$ cat config.mk
export PLATFORM = sky130hd
export DESIGN_NAME = fetch_unit
export DESIGN_NICKNAME = d
export VERILOG_FILES = /design/src/rtl/riscv_pkg.sv /design/src/rtl/fetch_fifo.sv /design/src/rtl/fetch_unit.sv
export SDC_FILE = /design/constraint.sdc
export NUM_CORES = 1
export LEC_CHECK = 0
export ABC_AREA = 1
export CAP_MARGIN = 10
export CORE_MARGIN = 2
export CORE_UTILIZATION = 35
export DETAILED_ROUTE_END_ITERATION = 8
export PLACE_DENSITY = 0.54
export SLEW_MARGIN = 0
export SYNTH_ARGS = -nofsm -noshare
export SYNTH_HDL_FRONTEND = slang
export SYNTH_SLANG_ARGS = --single-unit
$ cat constraint.sdc
create_clock -name clk -period 5.55 [get_ports clk]
set_input_delay 1.11 -clock clk [delete_from_list [all_inputs] [get_ports clk]]
set_output_delay 1.11 -clock clk [all_outputs]
set_load 0.02 [all_outputs]
$ cat src/rtl/riscv_pkg.sv
// Shared RISC-V fetch definitions: datapath width, canonical NOP and the
// {pc, instruction} entry carried from the fetch buffer to decode.
package riscv_pkg;

  localparam int XLEN = 32;
  localparam logic [XLEN-1:0] NOP_INSTR = 32'h0000_0013;

  typedef struct packed {
    logic [XLEN-1:0] pc;
    logic [XLEN-1:0] instruction;
  } fetch_entry_t;

endpackage

$ cat src/rtl/fetch_fifo.sv
// Synchronous FIFO with single-cycle flush, combinational head output and
// occupancy count. Used for both the instruction buffer and the request-PC queue.
module fetch_fifo #(
  parameter int WIDTH = 64,
  parameter int DEPTH = 4,
  localparam int PW = (DEPTH > 1) ? $clog2(DEPTH) : 1,
  localparam int CW = $clog2(DEPTH + 1)
) (
  input  logic             clk,
  input  logic             rst,
  input  logic             flush,
  input  logic             push,
  input  logic [WIDTH-1:0] push_data,
  input  logic             pop,
  output logic [WIDTH-1:0] head,
  output logic [CW-1:0]    count
);

  logic [WIDTH-1:0] mem_q [DEPTH];
  logic [PW-1:0]    rd_ptr_q, rd_ptr_d;
  logic [PW-1:0]    wr_ptr_q, wr_ptr_d;
  logic [CW-1:0]    count_q, count_d;

  // Pointers wrap explicitly so non-power-of-two depths work.
  function automatic logic [PW-1:0] ptr_inc(input logic [PW-1:0] p);
    return (p == PW'(DEPTH - 1)) ? '0 : p + PW'(1);
  endfunction

  always_comb begin
    rd_ptr_d = rd_ptr_q;
    wr_ptr_d = wr_ptr_q;
    count_d  = count_q;
    if (flush) begin
      rd_ptr_d = '0;
      wr_ptr_d = '0;
      count_d  = '0;
    end else begin
      if (push) wr_ptr_d = ptr_inc(wr_ptr_q);
      if (pop)  rd_ptr_d = ptr_inc(rd_ptr_q);
      count_d = count_q + CW'(push) - CW'(pop);
    end
  end

  always_ff @(posedge clk) begin
    if (rst) begin
      rd_ptr_q <= '0;
      wr_ptr_q <= '0;
      count_q  <= '0;
    end else begin
      rd_ptr_q <= rd_ptr_d;
      wr_ptr_q <= wr_ptr_d;
      count_q  <= count_d;
    end
  end

  always_ff @(posedge clk) begin
    if (push && !flush) mem_q[wr_ptr_q] <= push_data;
  end

  assign head  = mem_q[rd_ptr_q];
  assign count = count_q;

endmodule

$ cat src/rtl/fetch_unit.sv
// Instruction fetch stage: PC ownership, memory requests, in-order buffering and
// decode handshake with redirect flush. FETCH_PERF_CNT_EN adds performance counters.
module fetch_unit
  import riscv_pkg::*;
#(
  parameter int              DEPTH    = 4,
  parameter logic [XLEN-1:0] RESET_PC = 32'h0000_0000
) (
  input  logic            clk,
  input  logic            rst,
  output logic            imem_req_valid,
  input  logic            imem_req_ready,
  output logic [XLEN-1:0] imem_req_addr,
  input  logic            imem_rsp_valid,
  input  logic [XLEN-1:0] imem_rsp_data,
  input  logic            redirect_valid,
  input  logic [XLEN-1:0] redirect_pc,
  output logic            id_valid,
  input  logic            id_ready,
  output logic [XLEN-1:0] id_instruction,
`ifdef FETCH_PERF_CNT_EN
  output logic [XLEN-1:0] id_pc,
  output logic [31:0]     perf_fetch_cnt,
  output logic [31:0]     perf_stall_cnt
`else
  output logic [XLEN-1:0] id_pc
`endif
);

  localparam int CW = $clog2(DEPTH + 1);
  localparam int OW = CW + 1;

  logic [XLEN-1:0] pc_q, pc_d;
  logic [CW-1:0]   drop_q, drop_d;
  logic [CW-1:0]   inflight, buf_count;
  logic [XLEN-1:0] pcq_head;
  logic [OW-1:0]   occupancy;
  logic            accept, pop, push;
  fetch_entry_t    buf_head, buf_entry;

  // Occupancy counts both outstanding requests and buffered instructions, so
  // every accepted request is guaranteed a buffer slot when it returns.
  always_comb begin
    pop            = id_valid && id_ready && !redirect_valid;
    occupancy      = {1'b0, inflight} + {1'b0, buf_count} - OW'(pop);
    imem_req_valid = !rst && !redirect_valid && (occupancy < OW'(DEPTH));
    imem_req_addr  = pc_q;
    accept         = imem_req_valid && imem_req_ready;
    push           = imem_rsp_valid && (drop_q == '0) && !redirect_valid;
    buf_entry.pc          = pcq_head;
    buf_entry.instruction = imem_rsp_data;
    id_valid       = !rst && (buf_count != '0);
    id_instruction = id_valid ? buf_head.instruction : NOP_INSTR;
    id_pc          = id_valid ? buf_head.pc : '0;
  end

  always_comb begin
    pc_d   = pc_q;
    drop_d = drop_q;
    if (accept) pc_d = pc_q + XLEN'(4);
    if (imem_rsp_valid && (drop_q != '0)) drop_d = drop_q - CW'(1);
    // Everything still outstanding after this cycle's response belongs to the old path.
    if (redirect_valid) begin
      pc_d   = {redirect_pc[XLEN-1:2], 2'b00};
      drop_d = inflight - CW'(imem_rsp_valid);
    end
  end

  always_ff @(posedge clk) begin
    if (rst) begin
      pc_q   <= RESET_PC;
      drop_q <= '0;
    end else begin
      pc_q   <= pc_d;
      drop_q <= drop_d;
    end
  end

  fetch_fifo #(
    .WIDTH ($bits(fetch_entry_t)),
    .DEPTH (DEPTH)
  ) u_inst_buf (
    .clk       (clk),
    .rst       (rst),
    .flush     (redirect_valid),
    .push      (push),
    .push_data (buf_entry),
    .pop       (pop),
    .head      (buf_head),
    .count     (buf_count)
  );

  // Request PCs are never flushed: stale responses still arrive and must be popped.
  fetch_fifo #(
    .WIDTH (XLEN),
    .DEPTH (DEPTH)
  ) u_pc_queue (
    .clk       (clk),
    .rst       (rst),
    .flush     (1'b0),
    .push      (accept),
    .push_data (pc_q),
    .pop       (imem_rsp_valid),
    .head      (pcq_head),
    .count     (inflight)
  );

`ifdef FETCH_PERF_CNT_EN
  logic [31:0] perf_fetch_q, perf_fetch_d;
  logic [31:0] perf_stall_q, perf_stall_d;

  always_comb begin
    perf_fetch_d = perf_fetch_q + 32'(accept);
    perf_stall_d = perf_stall_q + 32'(!id_valid && !rst);
  end

  always_ff @(posedge clk) begin
    if (rst) begin
      perf_fetch_q <= '0;
      perf_stall_q <= '0;
    end else begin
      perf_fetch_q <= perf_fetch_d;
      perf_stall_q <= perf_stall_d;
    end
  end

  assign perf_fetch_cnt = perf_fetch_q;
  assign perf_stall_cnt = perf_stall_q;
`endif

endmodule
-- Yosys cells after proc, flatten, opt, wreduce, memory -nomap -nowiden
Memory sizes are Yosys's and may differ from the RTL's. A register that Yosys moved wholly into a read port is not among the register bits.
Cells that the tools add are included.
- memory bits (read-only): 0
- memories: 2
- input bits: 70
- bits in latches: 0
- output and inout port bits: 98
- logic and storage cells: 65
- bits in writable memories: 384
- flip-flop bits (word level): 49
- bitwise logic cells: 0
- reduce and logical (&&, ||, !) cells: 18
- add/subtract/negate cells: 13
- mux-type cells: 18
- order comparisons: 1
- shifts and indexed selects: 0
- divide/modulo/power cells: 0
- multiply operators: 0
- equal/unequal tests: 4
- memory list (name ; depth ; bits a word ; read ports ; clocked after Yosys merged registers in ; write ports ; line ; RTL):
    u_inst_buf.mem_q ; 4 ; 64 ; 1 ; 1 ; 1 ; fetch_fifo.sv:19 ; logic [WIDTH-1:0] mem_q [DEPTH];
    u_pc_queue.mem_q ; 4 ; 32 ; 1 ; 1 ; 1 ; fetch_fifo.sv:19 ;
- operators by type and width (kind ; number):
    two-way mux 32 bit ; 4
    adder 32 x 3 -> 32 bit (second input constant) ; 1
    two-way mux 2 bit ; 8
    logical AND 1 bit ; 10
    subtractor 3 x 1 -> 3 bit ; 3
    adder 2 x 1 -> 2 bit (second input constant) ; 4
    == test 2 bit (second input constant) ; 4
    adder 3 x 1 -> 3 bit ; 2
    two-way mux 3 bit ; 2
    nonzero test 3 bit ; 2
    adder 3 x 3 -> 4 bit ; 1
    less-than comparator 4 x 3 -> 1 bit (second input constant) ; 1
    two-way mux 1 bit ; 4
    nonzero test 2 bit ; 2
    subtractor 4 x 1 -> 4 bit ; 1
    zero test 3 bit ; 1
    subtractor 3 x 1 -> 3 bit (second input constant) ; 1
    zero test 1 bit ; 2
    OR reduction 2 bit ; 1

-- Logic depth before layout (Yosys ltp)
- depth in word-level cells: 10
- gate-level depth with buffers: 23
- mapped depth without buffers: 21

-- By module
A second synthesis with hierarchy kept.
- cells, all modules: 1842
- area, all modules: 19352.3 um^2
- by module, submodules not included (module ; seq. area each (um^2) ; cells each ; instances ; area each (um^2)):
    fetch_fifo (u_inst_buf) ; 7867.5 ; 804 ; 1 ; 10446.3
    fetch_fifo (u_pc_queue) ; 4023.9 ; 431 ; 1 ; 5522.8
    fetch_unit ; 660.6 ; 607 ; 1 ; 3383.2

-- Least setup slack after synthesis
No wires, ideal clock.
- path kind: input to register
- start point: in redirect_valid
- end point: mem u_inst_buf.mem_q[0][0] (enable)
- setup time: 482 ps
- path buffers: 2
- setup slack: 695 ps
- data required time: 5068 ps
- arrival: 4372 ps
- stages on the path: 5
- path through: buf_6 -> clkinv_2 -> clkbuf_1 -> nand2_1 -> nor2_1
- cells in the longest elaborated chain, start to end: 5
- ends and longest elaborated chain (what ; line ; RTL):
    start, declared ; fetch_unit.sv:16 ; input logic redirect_valid,
    zero test 1 bit * ; fetch_fifo.sv:57, fetch_unit.sv:49 ;
    logical AND 1 bit ; fetch_unit.sv:49 ; push = imem_rsp_valid && (drop_q == '0) && !redirect_valid;
    logical AND 1 bit * ; fetch_fifo.sv:57 ; if (push && !flush) mem_q[wr_ptr_q] <= push_data;
    two-way mux 1 bit * ; fetch_fifo.sv:57 ;
    two-way mux 1 bit (not written as such) * ; fetch_fifo.sv:57 ;
    end, declared ; fetch_fifo.sv:19 ;
Mark *: on every way between the ends. The rest lies on a longest branch, timed or not.

-- Worst setup path in the final report
- start point: in redirect_valid
- end point: out imem_req_valid
- cells in the longest elaborated chain, start to end: 5
- elaborated cells between the ends (all ways): 6
- those cells by class: 1 x add/sub; 1 x order compare; 4 x reduce/logical
- ends and longest elaborated chain (what ; line ; RTL):
    zero test 1 bit * ; fetch_unit.sv:44, fetch_unit.sv:46 ;
    logical AND 1 bit ; fetch_unit.sv:44 ; pop = id_valid && id_ready && !redirect_valid;
    subtractor 4 x 1 -> 4 bit ; fetch_unit.sv:45 ; occupancy = {1'b0, inflight} + {1'b0, buf_count} - OW'(pop);
    less-than comparator 4 x 3 -> 1 bit ; fetch_unit.sv:46 ; imem_req_valid = !rst && !redirect_valid && (occupancy < OW'(DEPTH));
    logical AND 1 bit * ; fetch_unit.sv:46 ;
    end, declared ; fetch_unit.sv:11 ; output logic imem_req_valid,
Marked as above.

==> run metrics <==
run status complete, no violations; internal power consumption 5.509 mW; leading cell types in the layout, fill and taps excluded 368 x sky130_fd_sc_hd__edfxtp_1, 350 x sky130_fd_sc_hd__nor2_1, 208 x sky130_fd_sc_hd__o21ai_0; total routing usage reported by global routing 16.35%; boundary pin count 168; Pwr per Cell Area roughly 340 nW/um^2; clock share of power about two fifths; Final TNS setup 0 ps; DR pass1 iterations 5; PostCTS Resize Cnt 0; critical path startpoint category input port; H-tree Lvls 2; clk_skew 20.19 ps; endpoint arrival time on the critical path between 3000 and 4000 ps; count of synthesis-stage warnings from yosys 0; maximum clock insertion buffer count 3; CTS tree yes; initial antenna violation count 0; cell at the root of the clock tree sky130_fd_sc_hd__clkbuf_16; diode count 0; Inserted Clock Buffers 45; path type of the worst min-delay path reg2reg; number of cell rows 82; share of async-settable or async-resettable flops after synthesis 0%; GRT overflow 0; power share of the sequential group 50.6%; detailed-route via count 11,870; setup repair after global routing missed its margin no; worst skew pair latency 560 ps; Detail Route Antenna Nets 0; crit-path max FO 7; fraction of layout cells with a size suffix above 1 9.672%; peak clock frequency supported by timing between 200 and 250 MHz; Area growth, synth to finish 21.64%; post-synthesis sequential area ratio 68.37%; post-layout min period 4755 ps; required time of the critical path 4440 ps; Post-synth EDFFs between 300 and 400; initial DRC count 1,007; CTS Hold Buffers Added 0; #FFs+latches synth roughly 420; Die Y 228.6 um; number of instances in the synthesized netlist 1,555; die outline area 52,260 um^2; post-layout util 42.98%; Cell Area, Synth approximately 18,000 um^2; die width 228.6 um; WL per Instance 17.79 um; Via-to-Cell Ratio 4.927; IR drop worst, VDD 0.2151 mV; placeable core region approximately 50,000 um^2; most common cell after layout, fill and taps aside sky130_fd_sc_hd__edfxtp_1; DPL Wire Length around 25,000 um; syn avg cell area 11.35 um^2; Hold Vio Cnt, Final 0; most common flop cell mapped by yosys sky130_fd_sc_hd__edfxtp_1; total setup violations reported at the end of the flow 0; total wire length after detailed routing around 43,000 um; relative contribution of combinational cells to total power ~8.8%; actual slew at the worst max-slew pin between 1000 and 1500 ps; Crit Path Class in2out; placer's final routability congestion estimate ~0.86; DRC violation count after routing 0; Switching Power 1.692 mW; period utilisation layout 85.68%; number of setup buffers added after CTS 0; starting utilization of the core area 35.34%; number of max-cap violations 0; number of global-route vias before repair 11,824; global-route wire length before repair 67,380 um; fin. max-slew vios 0; Switching Fraction roughly a quarter; Clock Sink Count 419; type of destination of the critical path output port; Port Buffers between 150 and 200; largest net degree at the start of global routing between 60 and 70; leakage 7.243 nW; worst slew margin relative to its limit 33.06%; number of distinct library cells after synthesis 41; clock-pin slew on the worst setup and hold paths 60 ps; final-stage net count ~1,800
==> registers in the layout, summed over array words and instances (netlist names), named ones only <==
signal / cells
u_pc_queue.rd_ptr_q: 2
imem_req_addr: 30
u_inst_buf.wr_ptr_q: 2
u_pc_queue.mem_q: 120
u_inst_buf.mem_q: 248
u_inst_buf.count: 3
u_inst_buf.rd_ptr_q: 2
u_pc_queue.count: 3
drop_q: 3
u_pc_queue.wr_ptr_q: 2
==> final cells by class <==
| cell class | count | area [um^2] |
|---|---|---|
| flip-flops and latches | 419 | 12080 |
| clock inverters | 26 | 212.7 |
| multi-input cells | 979 | 4945 |
| repair buffers | 190 | 1912 |
| well taps | 672 | 840.8 |
| clock buffers | 55 | 1226 |
| fillers | 4705 | 28490 |
| inverters | 68 | 262.8 |
==> final timing paths <==
path / startpoint / to / slack (ps) / depth (start not counted)
worst max register to register: u_inst_buf.count[1]$_SDFF_PP0_ / imem_req_addr[11]$_SDFFE_PP0P_ / 2240 / 18
worst min register to register: u_inst_buf.rd_ptr_q[1]$_SDFFE_PP0P_ / flop / 500 / 2
worst min-delay path: u_inst_buf.rd_ptr_q[1]$_SDFFE_PP0P_ / flop / 500 / 2
worst max-delay path: redirect_valid / imem_req_valid / 790 / 15
==> logic make-up (layout without fill, tap and decap cells) <==
logic type / after synthesis / after routing / share of synthesized area, %
buffers and inverters: 160 / 339 / 3.926
AND/OR/NAND/NOR: 569 / 569 / 13.58
AO/OA/AOI/OAI: 354 / 354 / 10.93
other: 1 / 4 / 0.02124
flip-flops: 419 / 419 / 68.37
adder cells (fa/ha/maj): 24 / 24 / 1.786
XOR/XNOR: 28 / 28 / 1.389
==> critical path, cell delays in order <==
cell and delay (ps):
sky130_fd_sc_hd__clkdlybuf4s50_1 440, sky130_fd_sc_hd__clkinv_2 80, sky130_fd_sc_hd__nand2_4 90, sky130_fd_sc_hd__nor2_4 120, sky130_fd_sc_hd__nand2_2 90, sky130_fd_sc_hd__inv_1 160, sky130_fd_sc_hd__nand2_1 80, sky130_fd_sc_hd__ha_1 300
sky130_fd_sc_hd__nand2_1 60, sky130_fd_sc_hd__inv_1 70, sky130_fd_sc_hd__nand3_2 110, sky130_fd_sc_hd__nand3_1 100, sky130_fd_sc_hd__nand3_1 80, sky130_fd_sc_hd__nor2_1 120, sky130_fd_sc_hd__clkdlybuf4s50_1 620
==> cell usage after synthesis, types with 2 or more instances <==
master                     instances  area, um^2
sky130_fd_sc_hd__xnor2_1          12       105.1
sky130_fd_sc_hd__dfxtp_1          51        1021
sky130_fd_sc_hd__nand2_1         132       495.5
sky130_fd_sc_hd__buf_2             4       20.02
sky130_fd_sc_hd__xor2_1           16       140.1
sky130_fd_sc_hd__a31oi_1           2       12.51
sky130_fd_sc_hd__o22ai_1          30       187.7
sky130_fd_sc_hd__ha_1             22       275.3
sky130_fd_sc_hd__fa_1              2       40.04
sky130_fd_sc_hd__nor2_1          358        1344
sky130_fd_sc_hd__o21ai_0         208        1041
sky130_fd_sc_hd__clkbuf_1         66       247.7
sky130_fd_sc_hd__inv_1            65       244.0
sky130_fd_sc_hd__nor3_1           12       60.06
sky130_fd_sc_hd__nand3_1          26       130.1
sky130_fd_sc_hd__nor3_2            2       20.02
sky130_fd_sc_hd__buf_12            2       40.04
sky130_fd_sc_hd__buf_6             4       45.04
sky130_fd_sc_hd__buf_1            11       41.29
sky130_fd_sc_hd__o21ai_1           2       10.01
sky130_fd_sc_hd__nand3_2          25       250.2
sky130_fd_sc_hd__a21oi_1          80       400.4
sky130_fd_sc_hd__o311ai_0          3       26.28
sky130_fd_sc_hd__buf_4             5       37.54
sky130_fd_sc_hd__o211a_1           2       20.02
sky130_fd_sc_hd__a21boi_0          2       15.01
sky130_fd_sc_hd__nand4_1           6       37.54
sky130_fd_sc_hd__a21oi_2          23       201.4
sky130_fd_sc_hd__edfxtp_1        368       11050
sky130_fd_sc_hd__nand2_2           3       18.77
==> power by group through the flow <==
| stage | combinational (mW) | clock [mW] | sequential [mW] |
|---|---|---|---|
| 6_report | 0.636 | 2.92 | 3.64 |
| 3_3_place_gp | 0.632 | 0 | 3.71 |
| 5_1_grt | 0.718 | 3.11 | 3.65 |
| 2_1_floorplan | 0.395 | 0 | 3.70 |
| 3_5_place_dp | 0.641 | 0 | 3.71 |
| 4_1_cts | 0.646 | 3.00 | 3.64 |
==> layer usage <==
layer	global-route usage, %	vias to the layer above	share of wire [%]
li1	-	5721	-
met1	22.84	5765	47
met2	26.11	315	45
met3	2.620	69	5.3
met4	5.188	0	2.3
met5	0	-	0
==> stage by stage <==
stage          hold slack, ps  cell area [um^2]  instances  power, mW  setup slack [ps]
2_1_floorplan           462.9             17670       1558      4.098             695.0
3_3_place_gp            479.8             20040       2328      4.339             830.4
3_5_place_dp            485.5             20040       2328      4.351             798.4
4_1_cts                 496.8             21480       2409      7.292             782.8
5_1_grt                 531.0             21480       2409      7.484             581.9
6_report                498.7             21480       2409      7.202             794.8
Power figures use the tool's default switching activity.
